<file path="config.mk">
export PLATFORM = sky130hd
export DESIGN_NAME = scandoubler_timing_flat
export DESIGN_NICKNAME = d
export VERILOG_FILES = /design/src/rtl/scandoubler_timing_if.sv /design/src/rtl/scandoubler_timing.sv /design/src/flat_wrapper.sv
export SDC_FILE = /design/constraint.sdc
export NUM_CORES = 1
export LEC_CHECK = 0
export CORE_ASPECT_RATIO = 1.75
export CORE_MARGIN = 1
export CORE_UTILIZATION = 47
export DETAILED_ROUTE_END_ITERATION = 12
export GPL_TIMING_DRIVEN = 0
export PLACE_DENSITY = 0.76
export SYNTH_ARGS = -nofsm -noshare
export SYNTH_HDL_FRONTEND = slang
export SYNTH_SLANG_ARGS = --single-unit
</file>
<file path="constraint.sdc">
create_clock -name clk_sys -period 2.7 [get_ports clk_sys]
set_input_delay 0.54 -clock clk_sys [delete_from_list [all_inputs] [get_ports clk_sys]]
set_output_delay 0.54 -clock clk_sys [all_outputs]
set_load 0.01 [all_outputs]
</file>
<file path="src/rtl/scandoubler_timing_if.sv">
// Video timing bundle between the source side and the scandoubler timing controller.
// The slave modport is the controller; the master modport is the source/consumer side.
interface scandoubler_timing_if #(
    parameter int HCNT_WIDTH = 10
);
    logic                  bypass;
    logic                  ce_x1;
    logic                  ce_x2;
    logic                  hs_in;
    logic                  vs_in;
    logic                  pe_in;
    logic                  pe_out;
    logic [HCNT_WIDTH-1:0] hcnt;
    logic [HCNT_WIDTH-1:0] sd_hcnt;
    logic                  line_toggle;
    logic                  hs_sd;
    logic                  vs_sd;
    logic [HCNT_WIDTH-1:0] line_len;
    logic [HCNT_WIDTH-1:0] hs_len;
    logic                  locked;
    logic                  overflow;

    modport master (
        output bypass, ce_x1, ce_x2, hs_in, vs_in,
        input  pe_in, pe_out, hcnt, sd_hcnt, line_toggle, hs_sd, vs_sd,
               line_len, hs_len, locked, overflow
    );

    modport slave (
        input  bypass, ce_x1, ce_x2, hs_in, vs_in,
        output pe_in, pe_out, hcnt, sd_hcnt, line_toggle, hs_sd, vs_sd,
               line_len, hs_len, locked, overflow
    );
endinterface

</file>
<file path="src/rtl/scandoubler_timing.sv">
// Scandoubler timing controller: measures input line/hsync length and generates
// write/read counters, buffer half-select and doubled-rate sync for the line buffer.
module scandoubler_timing #(
    parameter int HCNT_WIDTH = 10,
    parameter int LOCK_LINES = 4
) (
    input  logic                  clk_sys,
    input  logic                  reset,
    scandoubler_timing_if.slave   sd
);
    localparam logic [HCNT_WIDTH-1:0] MAX = '1;
    localparam int CW = $clog2(LOCK_LINES + 1);

    typedef enum logic {UNLOCKED, LOCKED} lockState_t;

    logic                  r_hsPrev;
    logic [HCNT_WIDTH-1:0] r_hcnt;
    logic [HCNT_WIDTH-1:0] r_lineLen;
    logic [HCNT_WIDTH-1:0] r_hsLen;
    logic                  r_lineToggle;
    logic                  r_overflow;
    logic [HCNT_WIDTH-1:0] r_sdHcnt;
    logic                  r_pending;
    logic                  r_hsSd;
    logic                  r_vsSd;
    lockState_t            r_state;
    logic [CW-1:0]         r_matchCnt;

    logic                  w_hsRise;
    logic                  w_hsFall;
    logic                  w_satEvent;
    logic                  w_match;
    logic                  w_peOut;
    logic [HCNT_WIDTH-1:0] w_hcntNext;
    logic [HCNT_WIDTH-1:0] w_sdNext;
    lockState_t            w_stateNext;
    logic [CW-1:0]         w_matchCntNext;

    assign w_hsRise   = sd.ce_x1 & sd.hs_in & ~r_hsPrev;
    assign w_hsFall   = sd.ce_x1 & ~sd.hs_in & r_hsPrev;
    assign w_satEvent = sd.ce_x1 & ~w_hsRise & (r_hcnt == MAX);
    assign w_match    = (r_hcnt == r_lineLen);
    assign w_peOut    = sd.bypass ? sd.ce_x1 : sd.ce_x2;

    always_comb begin
        w_hcntNext = r_hcnt;
        if (sd.ce_x1) begin
            if (w_hsRise)
                w_hcntNext = '0;
            else if (r_hcnt != MAX)
                w_hcntNext = r_hcnt + 1'b1;
        end
    end

    // Input side: the write counter saturates instead of wrapping so a runaway line is flagged.
    always_ff @(posedge clk_sys) begin
        if (reset) begin
            r_hsPrev     <= 1'b0;
            r_hcnt       <= '0;
            r_lineLen    <= '0;
            r_hsLen      <= '0;
            r_lineToggle <= 1'b0;
            r_overflow   <= 1'b0;
        end else if (sd.ce_x1) begin
            r_hsPrev <= sd.hs_in;
            r_hcnt   <= w_hcntNext;
            if (w_hsRise) begin
                r_lineLen    <= r_hcnt;
                r_lineToggle <= ~r_lineToggle;
            end
            if (w_satEvent)
                r_overflow <= 1'b1;
            if (w_hsFall)
                r_hsLen <= (r_hcnt == MAX) ? MAX : r_hcnt + 1'b1;
        end
    end

    always_ff @(posedge clk_sys) begin
        if (reset) begin
            r_state    <= UNLOCKED;
            r_matchCnt <= '0;
        end else begin
            r_state    <= w_stateNext;
            r_matchCnt <= w_matchCntNext;
        end
    end

    always_comb begin
        w_stateNext    = r_state;
        w_matchCntNext = r_matchCnt;
        if (w_satEvent) begin
            w_stateNext    = UNLOCKED;
            w_matchCntNext = '0;
        end else if (w_hsRise) begin
            case (r_state)
                UNLOCKED: begin
                    if (!w_match) begin
                        w_matchCntNext = '0;
                    end else if (r_matchCnt == CW'(LOCK_LINES - 1)) begin
                        w_stateNext    = LOCKED;
                        w_matchCntNext = '0;
                    end else begin
                        w_matchCntNext = r_matchCnt + 1'b1;
                    end
                end
                LOCKED: begin
                    if (!w_match) begin
                        w_stateNext    = UNLOCKED;
                        w_matchCntNext = '0;
                    end
                end
                default: begin
                    w_stateNext    = UNLOCKED;
                    w_matchCntNext = '0;
                end
            endcase
        end
    end

    always_comb begin
        sd.locked = (r_state == LOCKED);
    end

    // Read counter restarts on every input line so the two output lines stay aligned to it.
    always_comb begin
        w_sdNext = r_sdHcnt;
        if (sd.bypass) begin
            if (sd.ce_x1)
                w_sdNext = w_hcntNext;
        end else if (sd.ce_x2) begin
            if (w_hsRise || r_pending)
                w_sdNext = '0;
            else if (r_sdHcnt == r_lineLen)
                w_sdNext = '0;
            else
                w_sdNext = r_sdHcnt + 1'b1;
        end
    end

    always_ff @(posedge clk_sys) begin
        if (reset) begin
            r_sdHcnt  <= '0;
            r_pending <= 1'b0;
            r_hsSd    <= 1'b0;
            r_vsSd    <= 1'b0;
        end else if (w_peOut) begin
            r_sdHcnt  <= w_sdNext;
            r_pending <= 1'b0;
            if (sd.bypass) begin
                r_hsSd <= sd.hs_in;
                r_vsSd <= sd.vs_in;
            end else begin
                r_hsSd <= (w_sdNext < r_hsLen);
                if (w_sdNext == '0)
                    r_vsSd <= sd.vs_in;
            end
        end else if (w_hsRise) begin
            r_pending <= 1'b1;
        end
    end

    assign sd.pe_in       = sd.ce_x1;
    assign sd.pe_out      = w_peOut;
    assign sd.hcnt        = r_hcnt;
    assign sd.sd_hcnt     = r_sdHcnt;
    assign sd.line_toggle = r_lineToggle;
    assign sd.hs_sd       = r_hsSd;
    assign sd.vs_sd       = r_vsSd;
    assign sd.line_len    = r_lineLen;
    assign sd.hs_len      = r_hsLen;
    assign sd.overflow    = r_overflow;
endmodule

</file>
<file path="src/flat_wrapper.sv">
// flat-port wrapper written by rule: the top's interface ports become plain ports
module scandoubler_timing_flat 
#(
    parameter int HCNT_WIDTH = 10,
    parameter int LOCK_LINES = 4
)
  (clk_sys, reset, sd_bypass, sd_ce_x1, sd_ce_x2, sd_hs_in, sd_vs_in, sd_pe_in, sd_pe_out, sd_hcnt, sd_sd_hcnt, sd_line_toggle, sd_hs_sd, sd_vs_sd, sd_line_len, sd_hs_len, sd_locked, sd_overflow);
  scandoubler_timing_if #(.HCNT_WIDTH(HCNT_WIDTH)) sd_i ();
  input  logic clk_sys;
  input  logic reset;
  input wire logic [$bits(sd_i.bypass)-1:0] sd_bypass;
  input wire logic [$bits(sd_i.ce_x1)-1:0] sd_ce_x1;
  input wire logic [$bits(sd_i.ce_x2)-1:0] sd_ce_x2;
  input wire logic [$bits(sd_i.hs_in)-1:0] sd_hs_in;
  input wire logic [$bits(sd_i.vs_in)-1:0] sd_vs_in;
  output wire logic [$bits(sd_i.pe_in)-1:0] sd_pe_in;
  output wire logic [$bits(sd_i.pe_out)-1:0] sd_pe_out;
  output wire logic [$bits(sd_i.hcnt)-1:0] sd_hcnt;
  output wire logic [$bits(sd_i.sd_hcnt)-1:0] sd_sd_hcnt;
  output wire logic [$bits(sd_i.line_toggle)-1:0] sd_line_toggle;
  output wire logic [$bits(sd_i.hs_sd)-1:0] sd_hs_sd;
  output wire logic [$bits(sd_i.vs_sd)-1:0] sd_vs_sd;
  output wire logic [$bits(sd_i.line_len)-1:0] sd_line_len;
  output wire logic [$bits(sd_i.hs_len)-1:0] sd_hs_len;
  output wire logic [$bits(sd_i.locked)-1:0] sd_locked;
  output wire logic [$bits(sd_i.overflow)-1:0] sd_overflow;
  assign sd_i.bypass = sd_bypass;
  assign sd_i.ce_x1 = sd_ce_x1;
  assign sd_i.ce_x2 = sd_ce_x2;
  assign sd_i.hs_in = sd_hs_in;
  assign sd_i.vs_in = sd_vs_in;
  assign sd_pe_in = sd_i.pe_in;
  assign sd_pe_out = sd_i.pe_out;
  assign sd_hcnt = sd_i.hcnt;
  assign sd_sd_hcnt = sd_i.sd_hcnt;
  assign sd_line_toggle = sd_i.line_toggle;
  assign sd_hs_sd = sd_i.hs_sd;
  assign sd_vs_sd = sd_i.vs_sd;
  assign sd_line_len = sd_i.line_len;
  assign sd_hs_len = sd_i.hs_len;
  assign sd_locked = sd_i.locked;
  assign sd_overflow = sd_i.overflow;
  scandoubler_timing #(.HCNT_WIDTH(HCNT_WIDTH), .LOCK_LINES(LOCK_LINES)) u_core (.clk_sys(clk_sys), .reset(reset), .sd(sd_i));
endmodule
</file>
Word-level counts from Yosys, hierarchy flattened
Index checks and enable logic that the tools add are counted.
Widths: inputs -> output; s select.

storage, ports and cells
  register bits = 50
  bits of input ports = 7
  output and inout port bits = 47
  logic and storage cells = 63

cells by class
  add/subtract/negate cells = 3
  order comparisons = 1
  eq/ne operators = 6
  multiplexer cells = 20
  bitwise gates (word level) = 11
  reductions and logical operators = 10

operators by type and width
  kind                   number
  $mux 10                8
  $add 10x1->10 const B  2
  $eq 10x10->1           2
  $eq 10x10->1 const B   1
  $logic_not 10->1       1
  $lt 10x10->1           1
  $ne 10x10->1 const B   1
  $reduce_and 2->1       5
  $mux 3                 3
  $mux 1                 7
  $and 1x1->1            6
  $pmux 3 s2             1
  $not 1->1              5
  $reduce_or 2->1        2
  $add 3x1->3 const B    1
  $eq 3x2->1 const B     1
  $ne 2x2->1 const B     1
  $pmux 1 s2             1
  $reduce_bool 2->1      1
  $logic_or 1x1->1       1

Depth between registers and ports, before layout
Gate-level depths: netlist (run 1).

  depth after elaboration = 9
  gate-level depth with buffers = 16
  gate-level depth less buffers = 15

Worst setup path before layout (run 1)
Ideal clock, no wire load.

  path type = register to register
  start = register u_core.r_hcnt[0] (netlist: u_core.sd.hcnt[0])
  end = register u_core.r_hsSd (netlist: u_core.sd.hs_sd)
  setup time = 0.086 ns
  arrival time = 2.886 ns
  required time = 2.614 ns
  setup slack = -0.271 ns
  stages on the path, launching flop included = 16
  path buffers = 0
  period minus slack after synthesis = 2.971 ns
  path through = dfxtp_1 ha_1 nand4_1 nor2_2 inv_2 a21oi_1 a211o_1 ha_1 a21o_1 a21o_1 a21o_1 a21oi_1 nor2b_1 o211ai_1 a32oi_1 a211oi_1

on the way
  word-level cells in the longest chain between the ends = 7
  elaborated cells on any way between the ends = 8
  those cells by class = add/sub: 1; order compare: 1; eq/ne: 1; mux: 5

ends and longest elaborated chain
  item                                           line                                                RTL
  start: declaration                             scandoubler_timing.sv:17                            logic [HCNT_WIDTH-1:0] r_hcnt;
  start signal: assignment                       scandoubler_timing.sv:66                            r_hcnt <= w_hcntNext;
  $add 10x1->10 or $ne 10x10->1 (tied branches)  scandoubler_timing.sv:51, scandoubler_timing.sv:50
  $mux 10 (*)                                    scandoubler_timing.sv:50                            else if (r_hcnt != MAX)
  $mux 10 (*)                                    scandoubler_timing.sv:48                            if (w_hsRise)
  $mux 10 (*)                                    scandoubler_timing.sv:128                           if (sd.ce_x1)
  $mux 10 (*)                                    scandoubler_timing.sv:127                           if (sd.bypass) begin
  net u_core.w_sdNext[3]                         scandoubler_timing.sv:35                            logic [HCNT_WIDTH-1:0] w_sdNext;
  $lt 10x10->1 (*)                               scandoubler_timing.sv:153                           r_hsSd <= (w_sdNext < r_hsLen);
  $mux 1 (*)                                     scandoubler_timing.sv:149                           if (sd.bypass) begin
  end signal: assignment                         scandoubler_timing.sv:150                           r_hsSd <= sd.hs_in;
  end signal: assignment                         scandoubler_timing.sv:153
  end: declaration                               scandoubler_timing.sv:24                            logic r_hsSd;

Mark *: on every way through the listed nets, which the timed path passes. The rest lies on a longest branch.
A chain may end at the register's enable or synchronous reset.

Final worst setup path (run 1)
  start = register u_core.r_lineLen[3] (netlist: u_core.sd.line_len[3])
  end = register u_core.r_hsSd (netlist: u_core.sd.hs_sd)

on the way
  word-level cells in the longest chain between the ends = 7

ends and longest elaborated chain
  item                      line                       RTL
  start: declaration        scandoubler_timing.sv:18   logic [HCNT_WIDTH-1:0] r_lineLen;
  start signal: assignment  scandoubler_timing.sv:68   r_lineLen <= r_hcnt;
  $eq 10x10->1              scandoubler_timing.sv:133  else if (r_sdHcnt == r_lineLen)
  $mux 10                   scandoubler_timing.sv:133
  $mux 10                   scandoubler_timing.sv:131  if (w_hsRise || r_pending)
  $mux 10                   scandoubler_timing.sv:130  end else if (sd.ce_x2) begin
  $mux 10                   scandoubler_timing.sv:127
  net u_core.w_sdNext[3]    scandoubler_timing.sv:35
  $lt 10x10->1              scandoubler_timing.sv:153
  $mux 1                    scandoubler_timing.sv:149

The timed path passes the listed nets, and every way through them passes these cells.

==> impl_metrics.tcl, run 1 <==
set metrics [dict create \
    run_status "complete, but fails checks" \
    failing_checks "setup timing" \
    core.rowCount 37 \
    ys.warnings.count 0 \
    antenna_found_initial 0 \
    peakVddDrop_mv 0.365 \
    synth_nets 391 \
    crit_path_end_kind "register" \
    r2r_slack_ns -0.25 \
    syn2layout_area_growth_pct 43.1 \
    hold_buffers 0 \
    grt_util_all_layers_pct 32.7 \
    slew_headroom_pct 56.3 \
    synth.cells.most_frequent "nand2_1 (53), dfxtp_1 (50), nor2_1 (35)" \
    fp.dieArea_sq_mm 0.00656 \
    num-nets-final 481 \
    synth.area.top_cells "dfxtp_1 (34%), xnor2_1 (7.5%), nand2_1 (6.8%), ha_1 (5.6%), nor2_1 (4.5%)" \
    grt_setup_unrepaired "yes" \
    hold_class "register to register" \
    route.antenna.remaining_nets 0 \
    min_period_over_period_pct 109 \
    max_slew.worst_pin.slew_ns 0.656 \
    drt-initial-drc-count 192 \
    startpoint_type "register" \
    detail_route.vias_per_cell 5.90 \
    synth_seq_cells 50 \
    timing_hold_violations_final 0 \
    via_count 3179 \
    floorplan.io_pins 54 \
    instances_no_fill 539 \
    wirelength_microns 9970 \
    core_area_sq_mm 0.00593 \
    synth_seq_area_share_pct 34.2 \
    insertion_delay_ns 0.32 \
    largest_fanout_on_the_critical_path 4 \
    synth_top_flop_cell "dfxtp_1" \
    crit-reg2reg-launch "u_core.sd.line_len[3]" \
    clock_buffer_depth 2 \
    startpoint "u_core.sd.line_len[3]" \
    most_repeated_cell_in_the_gate_level_netlist_after_synthesis "nand2_1" \
    cts_root_buffer "clkbuf_8" \
    worst_clock_skew_ns 0.00512 \
    p_leak_nw 1.53 \
    initial_core_util_pct 49.4 \
    final.setup.worst_slack_ns -0.251 \
    cap_viol_max_count 0 \
    wire_per_inst_microns 18.5 \
    place.detailed.hpwl_microns 6910 \
    seq_area_sq_mm 0.00107 \
    grt_max_degree 15 \
    fill_cells 507 \
    gr-total-overflow 0 \
    timing.critical_path.arrival_ns 3.19 \
    final_weighted_congestion_in_routability_driven_placement 0.971 \
    drc_violations_left 0 \
    vias_in_the_first_global_route 3245 \
    post_synth.cell_area_avg_sq_um 7.90 \
    cts_tree "built" \
    cts_buffers 5 \
    clock_sinks 50 \
    totalPowerFinal_mw 1.55 \
    die-width_microns 61.7 \
    min-delay-start "u_core.r_matchCnt[2]" \
    cts_htree_levels 2 \
    synthesized_instance_count 371 \
    critPathKind "register to register" \
    die-height_microns 106 \
    synthArstFlopShare_pct 0 \
    synth_area_leader_cell "dfxtp_1" \
    synth_largest_type_area_fraction_pct 34.2 \
    syn_area_sq_mm 0.00293 \
    grt_pass1_wl_microns 15600 \
    synth_cell_types 53 \
    cellPowerDensity_mw_per_mm2 369 \
    fmax_ghz 0.339 \
    multi_input_area_sq_mm 0.00196 \
    fraction_of_final_layout_cells_with_drive_strength_greater_than_1_pct 24.7 \
    final-setup-viol-count 2 \
    required_ns 2.94 \
    synth-edff-count 0 \
    detailedRoute.firstPassIterationCount 5 \
    total_count_of_max_transition_violations_in_the_final_report 0 \
    port_buffers 53 \
    placed_cells 502 \
    antenna_cells_inserted 0 \
    clk_pin_slew_worst_paths_ns 0.09 \
    final_period_minus_worst_setup_slack_ns 2.95 \
]
placed cells by master, fill, tap and decap left out, types with 5 or more instances in the layout:
| cell type | count |
|---|---|
| a211oi_1 | 7 |
| a21oi_1 | 21 |
| a22oi_1 | 5 |
| buf_4 | 31 |
| clkbuf_1 | 9 |
| clkbuf_8 | 9 |
| clkdlybuf4s50_1 | 49 |
| dfxtp_1 | 23 |
| dfxtp_2 | 12 |
| dfxtp_4 | 15 |
| ha_1 | 9 |
| inv_1 | 17 |
| nand2_1 | 51 |
| nand2b_1 | 6 |
| nand3_1 | 9 |
| nand4_1 | 10 |
| nor2_1 | 34 |
| nor2b_1 | 9 |
| nor3_1 | 7 |
| o21ai_0 | 6 |
| xnor2_1 | 20 |
| xnor2_2 | 5 |
registers in the layout, indices dropped and copies added, names as in the netlist:
name,flops
u_core.sd.sd_hcnt,10
u_core.sd.locked,1
u_core.r_matchCnt,3
u_core.sd.hs_len,10
u_core.r_hsPrev,1
u_core.sd.line_len,10
u_core.sd.hcnt,10
u_core.sd.line_toggle,1
u_core.sd.overflow,1
u_core.sd.hs_sd,1
u_core.r_pending,1
u_core.sd.vs_sd,1
critical path, cell delays in order (launching register included):
cell      delay [ns]
dfxtp_1         0.43
xnor2_1         0.16
nand2_1         0.14
nor3_2          0.26
a221oi_2        0.10
a211o_1         0.35
ha_4            0.24
a21o_1          0.19
a21o_1          0.17
a21o_1          0.16
a21oi_2         0.11
nor2b_1         0.06
o211ai_1        0.16
a32oi_1         0.13
a211oi_1        0.21
final timing paths:
kind	to	depth (start not counted)
worst min-delay path	u_core.r_matchCnt[2]	2
worst max register to register	u_core.sd.hs_sd	14
worst min register to register	u_core.r_matchCnt[2]	2
worst max-delay path	u_core.sd.hs_sd	14
routing by layer:
metal  vias to the layer above  track usage (%)  wire length (microns)
met5                         -                0                      0
met4                         0             28.7                    787
met3                        59             6.20                    531
met2                       136             52.8                   5160
met1                      1509             33.8                   3500
li1                       1475                -                      -
power breakdown:
| group | internal (mW) | total (mW) | switching [mW] |
|---|---|---|---|
| clock | 0.297 | 0.560 | 0.263 |
| sequential | 0.738 | 0.754 | 0.0161 |
| combinational | 0.107 | 0.232 | 0.125 |
repair_timing:
item / 4_1_cts / 5_1_grt
setup endpoints to repair: 2 / 2
pin swaps: 20 / 11
buffers inserted: 28 / 3
gates resized for setup: 63 / 16
hold endpoints to repair: 0 / 0
cell families after synthesis:
group           count (synthesis)  share of synthesized area, %
buf+inv                        38                          5.30
compound gates                 80                          18.5
xor+xnor                       29                          8.67
fa+ha+maj                      13                          5.55
simple gates                  156                          25.9
flops                          50                          34.2
mux                             5                          1.88
cell type report:
class                      count  area share, %
buffer                        18           2.95
clock buffer                   6           1.97
clock inverter                 1          0.716
inverter                      19           1.76
multi-input combinational    283           46.7
sequential                    50           25.6
tap                           78           2.33
timing repair buffer          84           18.0
stage by stage:
| step | setup slack [ns] | TNS [ns] | hold WS (ns) | util, % | cell area (sq um) |
|---|---|---|---|---|---|
| after detailed placement | -1.08 | -1.61 | 0.428 | 61.0 | 3620 |
| after global routing | -0.389 | -0.497 | 0.476 | 70.8 | 4190 |
| after floorplan | -0.0721 | -0.0721 | 0.415 | - | 2990 |
| after CTS | -0.163 | -0.200 | 0.443 | 69.3 | 4110 |
| final | -0.251 | -0.290 | 0.439 | 70.8 | 4190 |
| after global placement | -1.02 | -1.51 | 0.427 | 61.0 | 3620 |
(Power assumes the default switching activity.)
==> run 2: changes to the inputs <==
CORE_UTILIZATION = 36   (was 47)
PLACE_DENSITY = not set   (was 0.76)
==> run 2 against run 1 <==
The flow still finishes with violations (setup timing). Critical endpoint unchanged. Critical path depth decreased by 2. Via count grew 2.4%. Register-to-register slack improved by 0.06 ns. Clock skew up 0.0061 ns. Highest routed layer unchanged. Largest power group unchanged.
==> impl_metrics.tcl, run 2 (same netlist as run 1, synthesis figures left out) <==
set metrics [dict create \
    final-setup-viol-count 1 \
    failing_checks "setup timing" \
    place_ws_ns -1.10 \
    final_weighted_congestion_in_routability_driven_placement 0.870 \
    cts_tree "built" \
    drc_violations_left 0 \
    critPathKind "register to register" \
    fmax_ghz 0.346 \
    instances_no_fill 571 \
    cts_htree_levels 2 \
    via_count 3256 \
    clock_buffer_depth 2 \
    grt_util_all_layers_pct 25.3 \
    grt_setup_unrepaired "yes" \
    peakVddDrop_mv 0.319 \
    detailedRoute.firstPassIterationCount 4 \
    r2r_slack_ns -0.19 \
    grt_pass1_wl_microns 16300 \
    floorplan.io_pins 54 \
    port_buffers 53 \
    timing.critical_path.arrival_ns 3.11 \
    totalPowerFinal_mw 1.72 \
    most_frequent_cells_in_the_layout "nand2_1 (52), buf_4 (52), clkdlybuf4s50_1 (49)" \
    cap_viol_max_count 0 \
    syn2layout_area_growth_pct 52.4 \
    antenna_cells_inserted 0 \
    final_period_minus_worst_setup_slack_ns 2.89 \
    design_area_sq_mm 0.00446 \
    fill_cells 737 \
    placed_area_sq_mm 0.00363 \
    worst_clock_skew_ns 0.0112 \
    core.rowCount 43 \
    cts_buffers 5 \
    antenna_found_initial 0 \
    fp.dieArea_sq_mm 0.00852 \
    grt_max_degree 16 \
    hold_buffers 0 \
    p_leak_nw 1.65 \
    die-width_microns 70.2 \
    wirelength_microns 10600 \
    largest_fanout_on_the_critical_path 6 \
    vias_in_the_first_global_route 3167 \
    min_period_over_period_pct 107 \
    place.detailed.hpwl_microns 7290 \
    num-nets-final 500 \
    die-height_microns 121 \
    max_slew.worst_pin.slew_ns 0.679 \
    cellPowerDensity_mw_per_mm2 385 \
    cts_root_buffer "clkbuf_16" \
    detail_route.vias_per_cell 5.70 \
    slew_headroom_pct 54.7 \
    insertion_delay_ns 0.30 \
    required_ns 2.92 \
    whs_ns 0.443 \
    gr-total-overflow 0 \
    seq_area_sq_mm 0.00109 \
    clock_sinks 50 \
    placed_cells 514 \
    route.antenna.remaining_nets 0 \
    clk_pin_slew_worst_paths_ns 0.07 \
    initial_core_util_pct 37.0 \
    drt-initial-drc-count 209 \
    wire_per_inst_microns 18.5 \
    final.setup.worst_slack_ns -0.193 \
    multi_input_area_sq_mm 0.00201 \
    hold_class "register to register" \
    startpoint_type "register" \
    total_count_of_max_transition_violations_in_the_final_report 0 \
    run_status "complete, but fails checks" \
    core_area_sq_mm 0.00791 \
    fraction_of_final_layout_cells_with_drive_strength_greater_than_1_pct 29.1 \
    timing_hold_violations_final 0 \
    crit_path_end_kind "register" \
]
[run 2: changes by cell type in the layout (fill, tap and decap cells not counted), sizes merged]
cell,before,now
clkinvlp,0,1
buf,37,56
[run 2: worst max-delay path, cell delays in order (launching register included)]
cell and delay, ns:
dfxtp_4 0.37, ha_4 0.18, and4_1 0.26, and4_1 0.22, nor2_2 0.32, a22oi_1 0.12
o21ai_1 0.28, ha_1 0.33, a21oi_1 0.15, nor2b_1 0.06, o211ai_1 0.18, a32oi_1 0.12
a211oi_1 0.20
[run 2: final cells by class]
type                       instances  area share [%]
sequential                        50            24.4
clock inverter                     2           0.841
multi-input combinational        283            45.1
inverter                          19            1.65
buffer                            17            2.38
timing repair buffer             104            20.2
clock buffer                       6            2.89
tap                               90            2.52
[run 2: metrics by stage]
step,setup TNS (ns),utilization [%]
floorplan,-0.0721,-
global placement,-1.65,45.9
detailed placement,-1.67,45.9
CTS,-0.185,55.3
global route,-0.355,56.4
finish,-0.193,56.4
[run 2: what timing repair did]
action,in CTS,in global routing
gates resized for setup,85,7
endpoints found under the hold margin,0,0
buffers inserted,41,10
endpoints found under the setup margin,3,2
pin swaps,27,19
[run 2: report_power, final]
part / leakage (nW) / switching, mW / total (mW) / internal, mW
sequential: 0.426 / 0.0162 / 0.749 / 0.733
combinational: 1.15 / 0.129 / 0.241 / 0.112
clock: 0.0771 / 0.289 / 0.727 / 0.438
[run 2: final timing paths]
check                                           from                    to  depth (start not counted)
worst max-delay path               u_core.sd.hcnt[1]       u_core.sd.hs_sd                         12
worst min-delay path            u_core.r_matchCnt[2]  u_core.r_matchCnt[2]                          2
worst max register to register     u_core.sd.hcnt[1]       u_core.sd.hs_sd                         12
worst min register to register  u_core.r_matchCnt[2]  u_core.r_matchCnt[2]                          2
[run 2: per-layer routing]
layer  routed length, microns  track usage [%]  vias to the layer above
met5                        0                0                        -
met4                      695             17.5                        0
met3                      519             4.65                       44
met2                     5610             46.2                      143
met1                     3730             25.3                     1550
li1                         -                -                     1519
